==> config.mk <==
export PLATFORM = sky130hd
export DESIGN_NAME = muldiv_unit
export DESIGN_NICKNAME = d
export VERILOG_FILES = /design/src/rtl/muldiv_pkg.sv /design/src/rtl/muldiv_unit.sv
export SDC_FILE = /design/constraint.sdc
export NUM_CORES = 1
export LEC_CHECK = 0
export CORE_UTILIZATION = 30
export CTS_CLUSTER_DIAMETER = 60
export DETAILED_ROUTE_END_ITERATION = 6
export DONT_BUFFER_PORTS = 1
export GPL_TIMING_DRIVEN = 1
export REMOVE_ABC_BUFFERS = 1
export SKIP_LAST_GASP = 1
export SYNTH_ARGS = -nofsm -noshare
export SYNTH_HDL_FRONTEND = slang
export SYNTH_SLANG_ARGS = --single-unit
==> constraint.sdc <==
create_clock -name clk -period 5.9 [get_ports clk]
set_clock_uncertainty 0.2 [all_clocks]
set_input_delay 0.59 -clock clk [delete_from_list [all_inputs] [get_ports clk]]
set_output_delay 0.59 -clock clk [all_outputs]
set_load 0.005 [all_outputs]
==> src/rtl/muldiv_pkg.sv <==
// Shared definitions for the iterative multiply/divide unit: op encoding,
// controller states and the divide-by-zero LO value.
package muldiv_pkg;

  localparam logic [1:0] MD_MULT  = 2'd0;
  localparam logic [1:0] MD_MULTU = 2'd1;
  localparam logic [1:0] MD_DIV   = 2'd2;
  localparam logic [1:0] MD_DIVU  = 2'd3;

  typedef enum logic [1:0] {
    MD_IDLE = 2'd0,
    MD_RUN  = 2'd1,
    MD_FIX  = 2'd2
  } md_state_e;

  localparam logic [31:0] MD_DIVZERO_LO = 32'hFFFF_FFFF;

  // Two's-complement negation of a 32-bit value.
  function automatic logic [31:0] md_neg32(input logic [31:0] v);
    return 32'd0 - v;
  endfunction

endpackage

==> src/rtl/muldiv_unit.sv <==
// Iterative 32-bit multiply/divide unit with HI/LO for the E stage.
// Operands are reduced to magnitudes at start, the unsigned core runs one
// bit per cycle for 32 cycles, and signs are re-applied in the FIX cycle.
module muldiv_unit
  import muldiv_pkg::*;
(
  input  logic        clk,
  input  logic        clrn,
  input  logic        start,
  input  logic [1:0]  op,
  input  logic [31:0] a,
  input  logic [31:0] b,
  input  logic        cancel,
  input  logic        e_bubble,
  input  logic        wr_hi,
  input  logic        wr_lo,
  input  logic [31:0] wdata,
  input  logic        d_need_hilo,
  output logic [31:0] hi,
  output logic [31:0] lo,
  output logic        busy,
  output logic        stall_hilo
);

  md_state_e   state_r, state_nxt_s;
  logic        accept_s;
  logic [4:0]  count_r;
  logic [63:0] acc_r;        // multiply: {partial product, multiplier}; divide: {rem, quot}
  logic [31:0] opd_r;        // multiplicand or divisor magnitude
  logic [31:0] a_orig_r;     // raw dividend, returned in HI on divide by zero
  logic        is_div_r;
  logic        neg_res_r;
  logic        neg_rem_r;
  logic        divzero_r;
  logic [31:0] hi_r, lo_r;
  logic        busy_r;

  logic        signed_op_s;
  logic [31:0] mag_a_s, mag_b_s;
  logic [32:0] mul_sum_s;
  logic [63:0] mul_next_s;
  logic [32:0] div_rem_s;
  logic        div_ge_s;
  logic [31:0] div_diff_s;
  logic [63:0] div_next_s;
  logic [63:0] prod_s;
  logic [31:0] quot_s, rem_s;

  // Operand magnitudes and one iteration step of the shift-add / restoring core.
  always_comb begin
    signed_op_s = (op == MD_MULT) || (op == MD_DIV);
    mag_a_s     = (signed_op_s && a[31]) ? md_neg32(a) : a;
    mag_b_s     = (signed_op_s && b[31]) ? md_neg32(b) : b;
    mul_sum_s   = {1'b0, acc_r[63:32]} + (acc_r[0] ? {1'b0, opd_r} : 33'd0);
    mul_next_s  = {mul_sum_s, acc_r[31:1]};
    div_rem_s   = acc_r[63:31];
    div_ge_s    = (div_rem_s >= {1'b0, opd_r});
    div_diff_s  = div_rem_s[31:0] - opd_r;
    div_next_s  = div_ge_s ? {div_diff_s, acc_r[30:0], 1'b1} : {acc_r[62:0], 1'b0};
    prod_s      = neg_res_r ? (64'd0 - acc_r) : acc_r;
    quot_s      = neg_res_r ? md_neg32(acc_r[31:0]) : acc_r[31:0];
    rem_s       = neg_rem_r ? md_neg32(acc_r[63:32]) : acc_r[63:32];
  end

  // Next-state decode; cancel wins over both start and completion.
  always_comb begin
    state_nxt_s = state_r;
    accept_s    = 1'b0;
    case (state_r)
      MD_IDLE: begin
        if (start && !e_bubble && !cancel) begin
          accept_s    = 1'b1;
          state_nxt_s = MD_RUN;
        end else begin
          state_nxt_s = MD_IDLE;
        end
      end
      MD_RUN: begin
        if (cancel) begin
          state_nxt_s = MD_IDLE;
        end else if (count_r == 5'd31) begin
          state_nxt_s = MD_FIX;
        end else begin
          state_nxt_s = MD_RUN;
        end
      end
      MD_FIX:  state_nxt_s = MD_IDLE;
      default: state_nxt_s = MD_IDLE;
    endcase
  end

  // Controller state register.
  always_ff @(posedge clk or negedge clrn) begin
    if (!clrn) begin
      state_r <= MD_IDLE;
    end else begin
      state_r <= state_nxt_s;
    end
  end

  // Operand capture, iteration counter, datapath accumulator and busy flag.
  always_ff @(posedge clk or negedge clrn) begin
    if (!clrn) begin
      count_r   <= 5'd0;
      acc_r     <= 64'd0;
      opd_r     <= 32'd0;
      a_orig_r  <= 32'd0;
      is_div_r  <= 1'b0;
      neg_res_r <= 1'b0;
      neg_rem_r <= 1'b0;
      divzero_r <= 1'b0;
      busy_r    <= 1'b0;
    end else begin
      busy_r <= (state_nxt_s != MD_IDLE);
      if (accept_s) begin
        count_r   <= 5'd0;
        acc_r     <= {32'd0, mag_a_s};
        opd_r     <= mag_b_s;
        a_orig_r  <= a;
        is_div_r  <= op[1];
        neg_res_r <= signed_op_s && (a[31] ^ b[31]);
        neg_rem_r <= signed_op_s && op[1] && a[31];
        divzero_r <= (b == 32'd0);
      end else if (state_r == MD_RUN) begin
        count_r <= count_r + 5'd1;
        acc_r   <= is_div_r ? div_next_s : mul_next_s;
      end
    end
  end

  // Architectural HI/LO: result commit in FIX, MTHI/MTLO only while idle.
  always_ff @(posedge clk or negedge clrn) begin
    if (!clrn) begin
      hi_r <= 32'd0;
      lo_r <= 32'd0;
    end else if ((state_r == MD_FIX) && !cancel) begin
      if (!is_div_r) begin
        hi_r <= prod_s[63:32];
        lo_r <= prod_s[31:0];
      end else if (divzero_r) begin
        hi_r <= a_orig_r;
        lo_r <= MD_DIVZERO_LO;
      end else begin
        hi_r <= rem_s;
        lo_r <= quot_s;
      end
    end else if (state_r == MD_IDLE) begin
      if (wr_hi) hi_r <= wdata;
      if (wr_lo) lo_r <= wdata;
    end
  end

  assign hi         = hi_r;
  assign lo         = lo_r;
  assign busy       = busy_r;
  assign stall_hilo = busy_r & d_need_hilo;

endmodule

==> flow_metrics.tcl <==
set metrics [dict create \
    status "finished, final reports clean" \
    final_max_slew_viol_count 0 \
    clk_path_buf_depth 3 \
    post-place-cells 2669 \
    synth_area_leaders "dfrtp_1, nand2_1, o21ai_0" \
    ir_drop_mv 0.215 \
    dp_hpwl_mm 41.6 \
    place_area_mm2 0.0169 \
    drive_gt1_frac 0.0569 \
    multi_input_area_mm2 0.0105 \
    cts_made_buffers 29 \
    clkTransAtPathRegs_ps 60 \
    die_h_um 235 \
    switching_share 0.441 \
    leakage_nw 7.95 \
    wl_mm 57.7 \
    final_cell_mix "nand2_1, o21ai_0, dfrtp_1" \
    cp-end-kind "flip-flop" \
    ant_nets 0 \
    htreeDepth 1 \
    cap_violations 0 \
    cts_sinks 204 \
    final_common_cell "nand2_1" \
    setup_tns_ps 0 \
    fin_crit_sh 0.771 \
    crit_path_top_delay_cell "or4_1" \
    track_usage 0.204 \
    ios 172 \
    crit_type "reg -> reg" \
    n_antenna_cell 0 \
    dr.pass1.iters 5 \
    rows 85 \
    cts-root-buf "clkbuf_16" \
    power.total_mw 7.81 \
    worstMarginPinSlew_ps 1130 \
    max_slew_margin 0.238 \
    required_ps 6130 \
    fin_nets 2248 \
    seq_area_mm2 0.00511 \
    p_switching_mw 3.44 \
    max_freq_ghz 0.220 \
    async_flop_share 1.00 \
    yosys.area.top_type "dfrtp_1" \
    startpoint_type "flip-flop" \
    cp_cell_sequence "inv_1 -> ha_1 -> nand4b_1 -> nand4b_1 -> or4_1 -> o21ai_0 -> a21oi_1 -> a31oi_1 -> or3_1 -> o21ai_0" \
    die_w_um 235 \
    cpPeakStageDelay_ps 800 \
    post-route-util 0.345 \
    die_area_mm2 0.0553 \
    crit_fanout 31 \
    synth_seq_cells 204 \
    synth_top_cell_area_share 0.313 \
    rsz0062_at_grt "false" \
    place.gp.congestion 0.920 \
    critPathTopFamily "simple AND/OR/NAND/NOR gates" \
    final_cells 2789 \
    area_growth_pct 14.0 \
    min_path_type "in -> reg" \
    yosysWarnings 0 \
    via_per_inst 5.55 \
    seq_area_frac_synth 0.313 \
    hold_viol 0 \
    whs_ps 22.3 \
    final_area_mm2 0.0186 \
    place_ws_ps 1450 \
    grt_first_pass_wirelength_mm 90.5 \
    io_buffers 0 \
    initial_core_util 0.303 \
    synth_edf_count 0 \
    grt_pass1_vias 15400 \
    antenna_found_initial 0 \
    seq_power_share 0.291 \
    powerDensity_mw_per_mm2 420 \
    drt_iter0_drc 1366 \
    setup_ws_ps 1350 \
    p_int_mw 4.37 \
    vias 15500 \
    cts_resized 0 \
    combinationalPowerShare 0.477 \
    cts_tree "yes" \
    setup_viol_count_final 0 \
    clkPwrFrac 0.232 \
    crit_buf_inv 1 \
    min_period_ps 4550 \
    fill_cells 5637 \
    synth-main-ff-cell "dfrtp_1" \
    grt_max_degree 205 \
    synth_area_mm2 0.0163 \
    coreArea_mm2 0.0538 \
    worstPathArrival_ps 4770 \
    wl_per_cell_um 20.7 \
    synth_cell_types 78 \
    synth.avg_cell_area_um2 7.84 \
    postSynthCellCount 2080 \
    overflow 0 \
    drcViolationCount 0 \
    postCtsSetupBuffers 0 \
    worstSkewPairLatency_ps 570 \
]
final cells by class:
cell class	instances	area share
Timing Repair Buffer	93	0.0474
Sequential cell	204	0.275
Clock buffer	39	0.0432
Tap cell	696	0.0468
Inverter	66	0.0133
Clock inverter	15	0.0103
Multi-Input combinational cell	1676	0.564
power by group through the flow:
stage / Combinational (mW) / Clock, mW / Sequential (mW)
3_3_place_gp: 3.57 / 0 / 2.26
5_1_grt: 4.14 / 1.90 / 2.32
4_1_cts: 3.69 / 1.85 / 2.25
6_report: 3.73 / 1.81 / 2.27
3_5_place_dp: 3.60 / 0 / 2.28
2_1_floorplan: 2.70 / 0 / 2.10
synth_stat cells (all sizes together), types with 14 or more instances:
cell,n
buf,21
nand2,346
a21oi,133
a32oi,22
nor2,177
inv,65
nor4,19
a21o,36
nor3,34
clkbuf,113
a31oi,26
dfrtp,204
o211ai,26
o31ai,23
ha,70
nand3,24
a211oi,26
or4,20
nand2b,14
xnor2,83
and3,21
o21ai,208
a22oi,28
or3,14
mux2i,80
xor2,74
registers in the layout, indices dropped and copies added (netlist names):
| signal | flops |
|---|---|
| a_orig_r | 32 |
| acc_r | 64 |
| busy | 1 |
| count_r | 5 |
| divzero_r | 1 |
| hi | 32 |
| is_div_r | 1 |
| lo | 32 |
| neg_rem_r | 1 |
| neg_res_r | 1 |
| opd_r | 32 |
| state_r | 2 |
logic make-up after synthesis:
logic type	Yosys count	synth area share
compound gates	627	0.243
fa+ha+maj	72	0.0561
xor+xnor	157	0.0843
buf+inv	200	0.0467
simple gates	735	0.205
mux	85	0.0525
flops	204	0.313
worst register-to-register path, delay by kind of cell (launching register included):
| kind | cells | cell delay [ps] |
|---|---|---|
| buffers and inverters | 1 | 740 |
| AND/OR/NAND/NOR | 4 | 1760 |
| adder cells (fa/ha/maj) | 1 | 390 |
| AO/OA/AOI/OAI | 4 | 860 |
| flip-flops | 1 | 460 |
metal layers:
layer | track usage | wire length, um | vias to the layer above
met4 | 0.0690 | 1740 | 0
met1 | 0.272 | 25700 | 7375
li1 | - | - | 7448
met3 | 0.0373 | 4080 | 92
met5 | 0 | 0 | -
met2 | 0.332 | 26200 | 554
final timing paths:
path | end | slack, ps | cells past startpoint | from
max | hi[24] | 1350 | 10 | acc_r[0]
max in group asynchronous | is_div_r | 4060 | 2 | clrn
min reg2reg | a_orig_r[18] | 270 | 2 | a_orig_r[18]
min in group asynchronous | lo[4] | 560 | 2 | clrn
min | opd_r[6] | 20 | 2 | b[6]
max reg2reg | hi[24] | 1350 | 10 | acc_r[0]
what timing repair did:
| action | CTS | global route |
|---|---|---|
| setup endpoints to repair | 0 | 0 |
| hold buffers | 66 | 0 |
| hold endpoints to repair | 290 | 0 |
(Power assumes the default switching activity.)
